## config.mk

```make
export PLATFORM = sky130hd
export DESIGN_NAME = ifetch_unit_flat
export DESIGN_NICKNAME = d
export VERILOG_FILES = /design/src/rtl/ifetch_unit_if.sv /design/src/rtl/ifetch_unit.sv /design/src/flat_wrapper.sv
export SDC_FILE = /design/constraint.sdc
export NUM_CORES = 1
export LEC_CHECK = 0
export ABC_CLOCK_PERIOD_IN_PS = 5150
export BUFFER_PORTS_ARGS = -buffer_cell sky130_fd_sc_hd__buf_2
export CORE_ASPECT_RATIO = 1.75
export CORE_MARGIN = 5
export CORE_UTILIZATION = 58
export CTS_CLUSTER_DIAMETER = 150
export DETAILED_ROUTE_END_ITERATION = 8
export PLACE_DENSITY = 0.84
export SYNTH_ARGS = -nofsm -noshare
export SYNTH_HDL_FRONTEND = slang
export SYNTH_SLANG_ARGS = --single-unit
```

## constraint.sdc

```tcl
create_clock -name clk -period 5.15 [get_ports clk]
set_input_delay 0.515 -clock clk [delete_from_list [all_inputs] [get_ports clk]]
set_output_delay 0.515 -clock clk [all_outputs]
set_load 0.02 [all_outputs]
```

## src/rtl/ifetch_unit_if.sv

```systemverilog
// Fetch-unit bus bundle: PC handshake, instruction-memory request/response
// and the decoder-side instruction stream.
interface ifetch_unit_if #(
  parameter int XLEN = 32
);
  logic [XLEN-1:0] pc_in;
  logic            pc_valid;
  logic            pc_ready;
  logic            flush;
  logic            imem_req_valid;
  logic            imem_req_ready;
  logic [XLEN-1:0] imem_addr;
  logic            imem_rsp_valid;
  logic [XLEN-1:0] imem_rsp_data;
  logic            instr_valid;
  logic            instr_ready;
  logic [XLEN-1:0] instr_data;
  logic [XLEN-1:0] instr_pc;
  logic            misalign_err;

  // Environment side: PC, memory and decoder.
  modport master (
    output pc_in, pc_valid, flush, imem_req_ready, imem_rsp_valid, imem_rsp_data, instr_ready,
    input  pc_ready, imem_req_valid, imem_addr, instr_valid, instr_data, instr_pc, misalign_err
  );

  // Fetch unit side.
  modport slave (
    input  pc_in, pc_valid, flush, imem_req_ready, imem_rsp_valid, imem_rsp_data, instr_ready,
    output pc_ready, imem_req_valid, imem_addr, instr_valid, instr_data, instr_pc, misalign_err
  );
endinterface

```

## src/rtl/ifetch_unit.sv

```systemverilog
// Instruction-fetch front end: issues PC-driven reads to a variable-latency
// in-order memory, tags returning words with their PC and queues the pairs
// for the decoder. Credits bound requests in flight so a response always
// finds room; a flush turns outstanding requests into words to discard.
module ifetch_unit #(
  parameter int DEPTH = 4,
  parameter int XLEN  = 32
) (
  input logic          clk,
  input logic          arst_n,
  ifetch_unit_if.slave bus
);
  localparam int AW = $clog2(DEPTH);
  localparam int CW = AW + 1;
  localparam logic [CW:0] DEPTH_W = (CW+1)'(DEPTH);

  typedef struct packed {
    logic [XLEN-1:0] pc;
    logic [XLEN-1:0] data;
  } entry_t;

  entry_t          fifo_mem [DEPTH];
  logic [XLEN-1:0] tag_mem  [DEPTH];
  logic [AW-1:0]   f_wr, f_rd, t_wr, t_rd;
  logic [CW-1:0]   fifo_count, live, disc, disc_flush;
  logic [CW:0]     disc_sum;
  logic            credit_ok, req_valid, pc_ready, fire, rsp_take, rsp_drop, pop, misalign_err;

  // Request handshake, response steering and flush bookkeeping.
  always_comb begin
    credit_ok = (({1'b0, live} + {1'b0, fifo_count}) < DEPTH_W) &&
                (({1'b0, live} + {1'b0, disc}) < DEPTH_W);
    // Gating with arst_n keeps the request outputs at 0 while reset is held.
    req_valid = arst_n & bus.pc_valid & credit_ok & ~bus.flush;
    pc_ready  = req_valid & bus.imem_req_ready;
    fire      = bus.pc_valid & pc_ready;
    rsp_take  = bus.imem_rsp_valid & ~bus.flush & (disc == '0);
    rsp_drop  = bus.imem_rsp_valid & ~bus.flush & (disc != '0);
    pop       = (fifo_count != '0) & bus.instr_ready;
    // A response in the flush cycle retires one outstanding request,
    // whether it was live or already marked for discard.
    disc_sum  = {1'b0, disc} + {1'b0, live};
    if (bus.imem_rsp_valid && disc_sum != '0)
      disc_sum = disc_sum - (CW+1)'(1);
    disc_flush = disc_sum[CW-1:0];

    bus.imem_req_valid = req_valid;
    bus.pc_ready       = pc_ready;
    bus.imem_addr      = arst_n ? {bus.pc_in[XLEN-1:2], 2'b00} : '0;
    bus.instr_valid    = (fifo_count != '0);
    bus.instr_pc       = fifo_mem[f_rd].pc;
    bus.instr_data     = fifo_mem[f_rd].data;
    bus.misalign_err   = misalign_err;
  end

  // Pointers and counters; flush empties both queues and converts live to discard.
  always_ff @(posedge clk or negedge arst_n) begin
    if (!arst_n) begin
      f_wr <= '0; f_rd <= '0; t_wr <= '0; t_rd <= '0;
      fifo_count <= '0; live <= '0; disc <= '0;
    end else if (bus.flush) begin
      f_wr <= '0; f_rd <= '0; t_wr <= '0; t_rd <= '0;
      fifo_count <= '0; live <= '0;
      disc <= disc_flush;
    end else begin
      if (fire)     t_wr <= t_wr + 1'b1;
      if (rsp_take) begin
        t_rd <= t_rd + 1'b1;
        f_wr <= f_wr + 1'b1;
      end
      if (pop)      f_rd <= f_rd + 1'b1;
      live       <= live + CW'(fire) - CW'(rsp_take);
      disc       <= disc - CW'(rsp_drop);
      fifo_count <= fifo_count + CW'(rsp_take) - CW'(pop);
    end
  end

  // Tag queue and output FIFO storage; cleared on reset so outputs read 0.
  always_ff @(posedge clk or negedge arst_n) begin
    if (!arst_n) begin
      for (int i = 0; i < DEPTH; i++) begin
        tag_mem[i]  <= '0;
        fifo_mem[i] <= '0;
      end
    end else begin
      if (fire)     tag_mem[t_wr]  <= bus.pc_in;
      if (rsp_take) fifo_mem[f_wr] <= '{pc: tag_mem[t_rd], data: bus.imem_rsp_data};
    end
  end

  // Sticky flag for any issued fetch from a non-word-aligned PC.
  always_ff @(posedge clk or negedge arst_n) begin
    if (!arst_n)                            misalign_err <= 1'b0;
    else if (fire && bus.pc_in[1:0] != 2'b00) misalign_err <= 1'b1;
  end
endmodule
```

## src/flat_wrapper.sv

```systemverilog
// flat-port wrapper written by rule: the top's interface ports become plain ports
module ifetch_unit_flat 
#(
  parameter int DEPTH = 4,
  parameter int XLEN  = 32
)
  (clk, arst_n, bus_pc_in, bus_pc_valid, bus_flush, bus_imem_req_ready, bus_imem_rsp_valid, bus_imem_rsp_data, bus_instr_ready, bus_pc_ready, bus_imem_req_valid, bus_imem_addr, bus_instr_valid, bus_instr_data, bus_instr_pc, bus_misalign_err);
  ifetch_unit_if #(.XLEN(XLEN)) bus_i ();
  input logic clk;
  input logic arst_n;
  input wire logic [$bits(bus_i.pc_in)-1:0] bus_pc_in;
  input wire logic [$bits(bus_i.pc_valid)-1:0] bus_pc_valid;
  input wire logic [$bits(bus_i.flush)-1:0] bus_flush;
  input wire logic [$bits(bus_i.imem_req_ready)-1:0] bus_imem_req_ready;
  input wire logic [$bits(bus_i.imem_rsp_valid)-1:0] bus_imem_rsp_valid;
  input wire logic [$bits(bus_i.imem_rsp_data)-1:0] bus_imem_rsp_data;
  input wire logic [$bits(bus_i.instr_ready)-1:0] bus_instr_ready;
  output wire logic [$bits(bus_i.pc_ready)-1:0] bus_pc_ready;
  output wire logic [$bits(bus_i.imem_req_valid)-1:0] bus_imem_req_valid;
  output wire logic [$bits(bus_i.imem_addr)-1:0] bus_imem_addr;
  output wire logic [$bits(bus_i.instr_valid)-1:0] bus_instr_valid;
  output wire logic [$bits(bus_i.instr_data)-1:0] bus_instr_data;
  output wire logic [$bits(bus_i.instr_pc)-1:0] bus_instr_pc;
  output wire logic [$bits(bus_i.misalign_err)-1:0] bus_misalign_err;
  assign bus_i.pc_in = bus_pc_in;
  assign bus_i.pc_valid = bus_pc_valid;
  assign bus_i.flush = bus_flush;
  assign bus_i.imem_req_ready = bus_imem_req_ready;
  assign bus_i.imem_rsp_valid = bus_imem_rsp_valid;
  assign bus_i.imem_rsp_data = bus_imem_rsp_data;
  assign bus_i.instr_ready = bus_instr_ready;
  assign bus_pc_ready = bus_i.pc_ready;
  assign bus_imem_req_valid = bus_i.imem_req_valid;
  assign bus_imem_addr = bus_i.imem_addr;
  assign bus_instr_valid = bus_i.instr_valid;
  assign bus_instr_data = bus_i.instr_data;
  assign bus_instr_pc = bus_i.instr_pc;
  assign bus_misalign_err = bus_i.misalign_err;
  ifetch_unit #(.DEPTH(DEPTH), .XLEN(XLEN)) u_core (.clk(clk), .arst_n(arst_n), .bus(bus_i));
endmodule
```

## Yosys cells after proc, flatten, opt, wreduce, memory -nomap -nowiden

Index checks and enable logic that the tools add are counted.

| storage, ports and cells | value |
|---|---|
| input bits | 71 |
| bits in registers | 402 |
| word-level logic and storage cells | 92 |
| output and inout port bits | 100 |

| cells by class | value |
|---|---|
| multiplexer cells | 25 |
| order comparisons | 8 |
| reduce and logical (&&, ||, !) cells | 13 |
| bitwise gates (word level) | 14 |
| add/sub/neg operators | 12 |

Operators by type and width:

| operator | number |
|---|---|
| 256-bit bitwise mux | 1 |
| 64-bit two-way mux | 3 |
| 64-bit binary-select mux with 2-bit select | 1 |
| 128-bit bitwise mux | 1 |
| 64-bit demux with 2-bit select | 1 |
| 32-bit two-way mux | 4 |
| 32-bit binary-select mux with 2-bit select | 1 |
| 32-bit demux with 2-bit select | 1 |
| 2-bit two-way mux | 8 |
| 3-bit greater-or-equal comparator (second input constant) | 4 |
| 3-bit two-way mux | 4 |
| 2-bit NOT with 3-bit output | 4 |
| 1-bit AND | 9 |
| 3-bit by 1-bit subtractor with 3-bit output | 3 |
| 2-bit by 1-bit adder with 2-bit output (second input constant) | 4 |
| 3-bit by 3-bit adder with 4-bit output | 2 |
| 4-bit by 3-bit less-than comparator with 1-bit output (second input constant) | 2 |
| 2-bit nonzero test | 4 |
| 3-bit by 1-bit adder with 3-bit output | 2 |
| 3-bit by 1-bit less-than comparator with 1-bit output (second input constant) | 2 |
| 3-bit nonzero test | 2 |
| 1-bit logical AND | 5 |
| 4-bit nonzero test | 1 |
| 3-bit logical NOT | 1 |
| 2 further kinds | 2 |

## Depth between registers and ports, before layout

| logic depth | value |
|---|---|
| depth in word-level cells | 10 |
| depth in mapped cells | 10 |
| depth with buffers taken out | 10 |

## Worst setup path after synthesis

OpenSTA, ideal clock, no wires.

| timing path | value |
|---|---|
| path type | reg-to-output |
| start | register u_core.disc[0] |
| end | output port bus_imem_req_valid |
| cell stages (with the launch flop) | 6 |
| buffers on the path | 0 |
| arrival | 2.117 ns |
| path slack | 2.518 ns |
| required time | 4.635 ns |
| cells stage by stage | dfrtp_1 ha_1 fa_1 nor3_1 a21o_1 nor4b_1 |

| on the way | value |
|---|---|
| word-level cells in the longest chain between the ends | 5 |

Ends and longest elaborated chain:

| what | RTL line | source |
|---|---|---|
| start, declared | ifetch_unit.sv:25 | `logic [CW-1:0] fifo_count, live, disc, disc_flush;` |
| start signal, assigned | ifetch_unit.sv:64 | `disc <= disc_flush;` |
| start signal, assigned | ifetch_unit.sv:73 | `disc <= disc - CW'(rsp_drop);` |
| 3-bit by 3-bit adder with 4-bit output | ifetch_unit.sv:32 | `(({1'b0, live} + {1'b0, disc}) < DEPTH_W);` |
| 4-bit by 3-bit less-than comparator with 1-bit output | ifetch_unit.sv:32 |  |
| 1-bit logical AND | ifetch_unit.sv:31 | `credit_ok = (({1'b0, live} + {1'b0, fifo_count}) < DEPTH_W) &&` |
| 1-bit AND (2 in a row) | ifetch_unit.sv:34 | `req_valid = arst_n & bus.pc_valid & credit_ok & ~bus.flush;` |
| end, declared | flat_wrapper.sv:19 | `output wire logic [$bits(bus_i.imem_req_valid)-1:0] bus_imem_req_valid;` |

No other way between the ends.

## Final worst setup path

| timing path | value |
|---|---|
| start | input port arst_n |
| end | register u_core.tag_mem[114] (netlist bit) |

| on the way | value |
|---|---|
| word-level cells in the longest chain between the ends | 5 |

Ends and longest elaborated chain:

| what | RTL line | source |
|---|---|---|
| start, declared | flat_wrapper.sv:10 | `input logic arst_n;` |
| 1-bit AND (3 in a row) | ifetch_unit.sv:34 |  |
| 1-bit AND | ifetch_unit.sv:35 | `pc_ready = req_valid & bus.imem_req_ready;` |
| 1-bit AND | ifetch_unit.sv:36 | `fire = bus.pc_valid & pc_ready;` |
| end signal, assigned by index | ifetch_unit.sv:86 | `if (fire) tag_mem[t_wr] <= bus.pc_in;` |
| end, declared | ifetch_unit.sv:23 | `logic [XLEN-1:0] tag_mem [DEPTH];` |

No other way between the ends.
A chain may end at the register's enable or synchronous reset.

==> flow_summary.json <==
{
  "status": "completed",
  "fin_area_um2": 20800,
  "synth-seq-cells": 402,
  "design.core.area_um2": 31600,
  "switching_share": 0.297,
  "synth_top_area_cell": "dfrtp_1",
  "cts_buffers": 38,
  "clockBufferDepth": 3,
  "p_per_area_nw_per_um2": 465,
  "viasPerCell": 5.91,
  "syn_avg_cell_area_um2": 17.0,
  "fmax_mhz": 298,
  "first_iter_violations": 421,
  "synthXorXnorAreaFrac": 0.00518,
  "clk_pin_slew_worst_paths_ns": 0.06,
  "dieArea_um2": 35900,
  "yosys_warnings": 0,
  "hold_viol_final": 0,
  "vias": 9883,
  "hp-class": "input port to register",
  "period_needed_ns": 3.35,
  "synth_top_family_by_area": "multiplexers",
  "tightest_slew_ns": 1.17,
  "worstHoldEndpoint": "u_core.fifo_mem[17]",
  "pin_count": 171,
  "cts_tree": "yes",
  "areaGrowthSynthToFinish_pct": 11.9,
  "fp.dieW_um": 145,
  "finalSetupViolations": 0,
  "syn-cell-area_um2": 18600,
  "port_buffers": 168,
  "grt_usage": 0.217,
  "intPower_mw": 6.80,
  "cts_root_buf": "clkbuf_16",
  "vdd_ir_drop_max_mv": 0.442,
  "min_period_over_period": 0.651,
  "synth_top_area_frac": 0.540,
  "placed_area_um2": 19600,
  "reg2reg_setup_slack_ns": 1.86,
  "worstHoldPathCells": 2,
  "fp.dieH_um": 247,
  "synth-simple-area-share": 0.0259,
  "grt_pass1_wl_mm": 62.5,
  "critPathMaxFanout": 67,
  "p_sw_mw": 2.88,
  "endpoint_kind": "register",
  "critPathLaunchType": "input port",
  "rows": 86,
  "gp_congestion": 0.754,
  "post_cts_resized": 0,
  "muxShareOfSynthArea": 0.374,
  "p_comb_frac": 0.282,
  "hp-start": "bus_imem_rsp_data[17]",
  "cap_violations": 0,
  "postSynthCellCount": 1095,
  "synth_top_flop_cell": "dfrtp_1",
  "relSlewSlack": 0.221,
  "synthTopCellsByArea": "dfrtp_1, mux2_2, mux4_2, mux2_4, mux2_1",
  "synth_edf_count": 0,
  "r2r.worst_path.cells": 7,
  "r2r_end": "u_core.tag_mem[114]",
  "cp.arrival_ns": 3.76,
  "p_clk_frac": 0.292,
  "crit_type": "input port to register",
  "p_leak_nw": 10.3,
  "yosys.cell_types.count": 43,
  "synthAdderAreaFrac": 0.0167,
  "wire_per_inst_um": 22.5,
  "cts_sinks": 402,
  "grt_max_degree": 184,
  "grt_overflow": 0,
  "tns_ns": 0,
  "clock_latency_ns": 0.53,
  "routed_wl_mm": 37.6,
  "grt_pass1_vias": 11400,
  "layout-drive-gt1-share": 0.557,
  "drc": 0,
  "synth_compound_area_frac": 0.00491,
  "dp_hpwl_mm": 24.0,
  "antenna_left": 0,
  "yosysSeqAreaShare": 0.540,
  "r2r_start": "u_core.disc[0]",
  "finalNetCount": 1342,
  "start_util": 0.588,
  "worstPathRequired_ns": 5.56,
  "htreeDepth": 2,
  "pwr-share-seq": 0.426,
  "drt_first_pass_iters": 6,
  "nFillCells": 2166,
  "clock_skew_ns": 0.0179,
  "async_flop_share": 1.00,
  "antenna_found_initial": 2,
  "finalMaxSlewViolations": 0,
  "rsz0062_at_grt": "no"
}
[Yosys cell counts, drive strengths merged (3+ instances only)]
cell / instances
mux4: 96
a21o: 3
nor2: 10
nor4b: 3
nand2: 10
nor2b: 5
mux2: 386
xor2: 4
and3: 5
and2: 32
ha: 20
xnor2: 7
inv: 17
fa: 3
dfrtp: 402
buf: 57
clkbuf: 12
a21oi: 3
[placed cells by master, fill, tap and decap left out, types with 11 or more instances in the layout]
cell       synthesis  layout
dfrtp_1          402     399
mux2_2           239     239
buf_2             34     167
mux2_4           120     120
mux4_2            96      96
clkbuf_16          0      39
and2_1            32      32
mux2_1            27      27
ha_1              20      20
inv_1             17      17
buf_4              3      11
[what timing repair did]
action | CTS | global route
endpoints found under the hold margin | 45 | 0
buffers inserted | 0 | 0
setup endpoints to repair | 0 | 0
hold buffers | 1 | 0
[registers in the layout (all words and copies together) (netlist names), 2 cells and up]
name	cells
u_core.t_wr	2
u_core.t_rd	2
u_core.f_wr	2
u_core.live	3
u_core.tag_mem	128
u_core.fifo_mem	256
u_core.f_rd	2
u_core.disc	3
u_core.fifo_count	3
[critical path: stages]
cell	delay [ns]
dlygate4sd3_1	0.56
buf_8	0.38
nand4bb_4	0.17
nor4b_4	0.42
and3_2	0.98
buf_4	0.36
mux2_4	0.32
[area by class of cell]
| cell class | count | area (um^2) | area share |
|---|---|---|---|
| well taps | 396 | 495 | 0.0238 |
| clock inverters | 15 | 188 | 0.00901 |
| multi-input cells | 608 | 7980 | 0.383 |
| clock buffers | 50 | 1070 | 0.0512 |
| repair buffers | 181 | 963 | 0.0462 |
| diodes | 2 | 5.00 | 0.000240 |
| flip-flops and latches | 402 | 10100 | 0.483 |
| inverters | 17 | 63.8 | 0.00306 |
[metrics by stage]
step / power [mW] / hold slack, ns / utilization / setup WS, ns / cells
6_report: 9.68 / 0.234 / 0.659 / 1.80 / 1671
5_1_grt: 10.2 / 0.222 / 0.658 / 1.59 / 1670
4_1_cts: 9.78 / 0.214 / 0.658 / 1.80 / 1669
3_5_place_dp: 6.93 / 0.447 / 0.618 / 1.73 / 1603
3_3_place_gp: 6.82 / 0.441 / 0.618 / 1.82 / 1603
2_1_floorplan: 6.08 / 0.219 / - / 2.52 / 1096
[power by group through the flow]
stage          clock (mW)  combinational, mW  sequential [mW]
5_1_grt              3.02               2.96             4.20
4_1_cts              2.88               2.78             4.13
2_1_floorplan           0               2.13             3.95
6_report             2.83               2.73             4.12
3_3_place_gp            0               2.68             4.13
3_5_place_dp            0               2.76             4.18
[cell families after synthesis]
group / count (synthesis)
AOI/OAI and AO/OA: 13
buffers and inverters: 86
and+or+nand+nor: 76
DFF: 402
adders and majority gates: 23
muxes: 483
xor gates and xnor gates: 11
other: 1
[routing by layer]
layer,wire (um),global-route usage,part of all wire,up-vias
li1,-,-,-,4313
met1,15000,0.267,0.40,5296
met2,20300,0.390,0.54,206
met3,1240,0.0314,0.033,68
met4,1140,0.0772,0.030,0
met5,0,0,0,-
[worst max path at each step]
| stage | endpoint | slack (ns) | from |
|---|---|---|---|
| 2_1_floorplan | bus_imem_req_valid | 2.52 | u_core.disc[0] |
| 3_3_place_gp | u_core.fifo_mem[151] | 1.82 | bus_flush |
| 3_5_place_dp | u_core.fifo_mem[158] | 1.73 | bus_flush |
| 4_1_cts | u_core.tag_mem[115] | 1.80 | arst_n |
| 5_1_grt | u_core.tag_mem[115] | 1.59 | arst_n |
| 6_report | u_core.tag_mem[114] | 1.80 | arst_n |
Note: power is estimated with default switching activity, not from simulation.
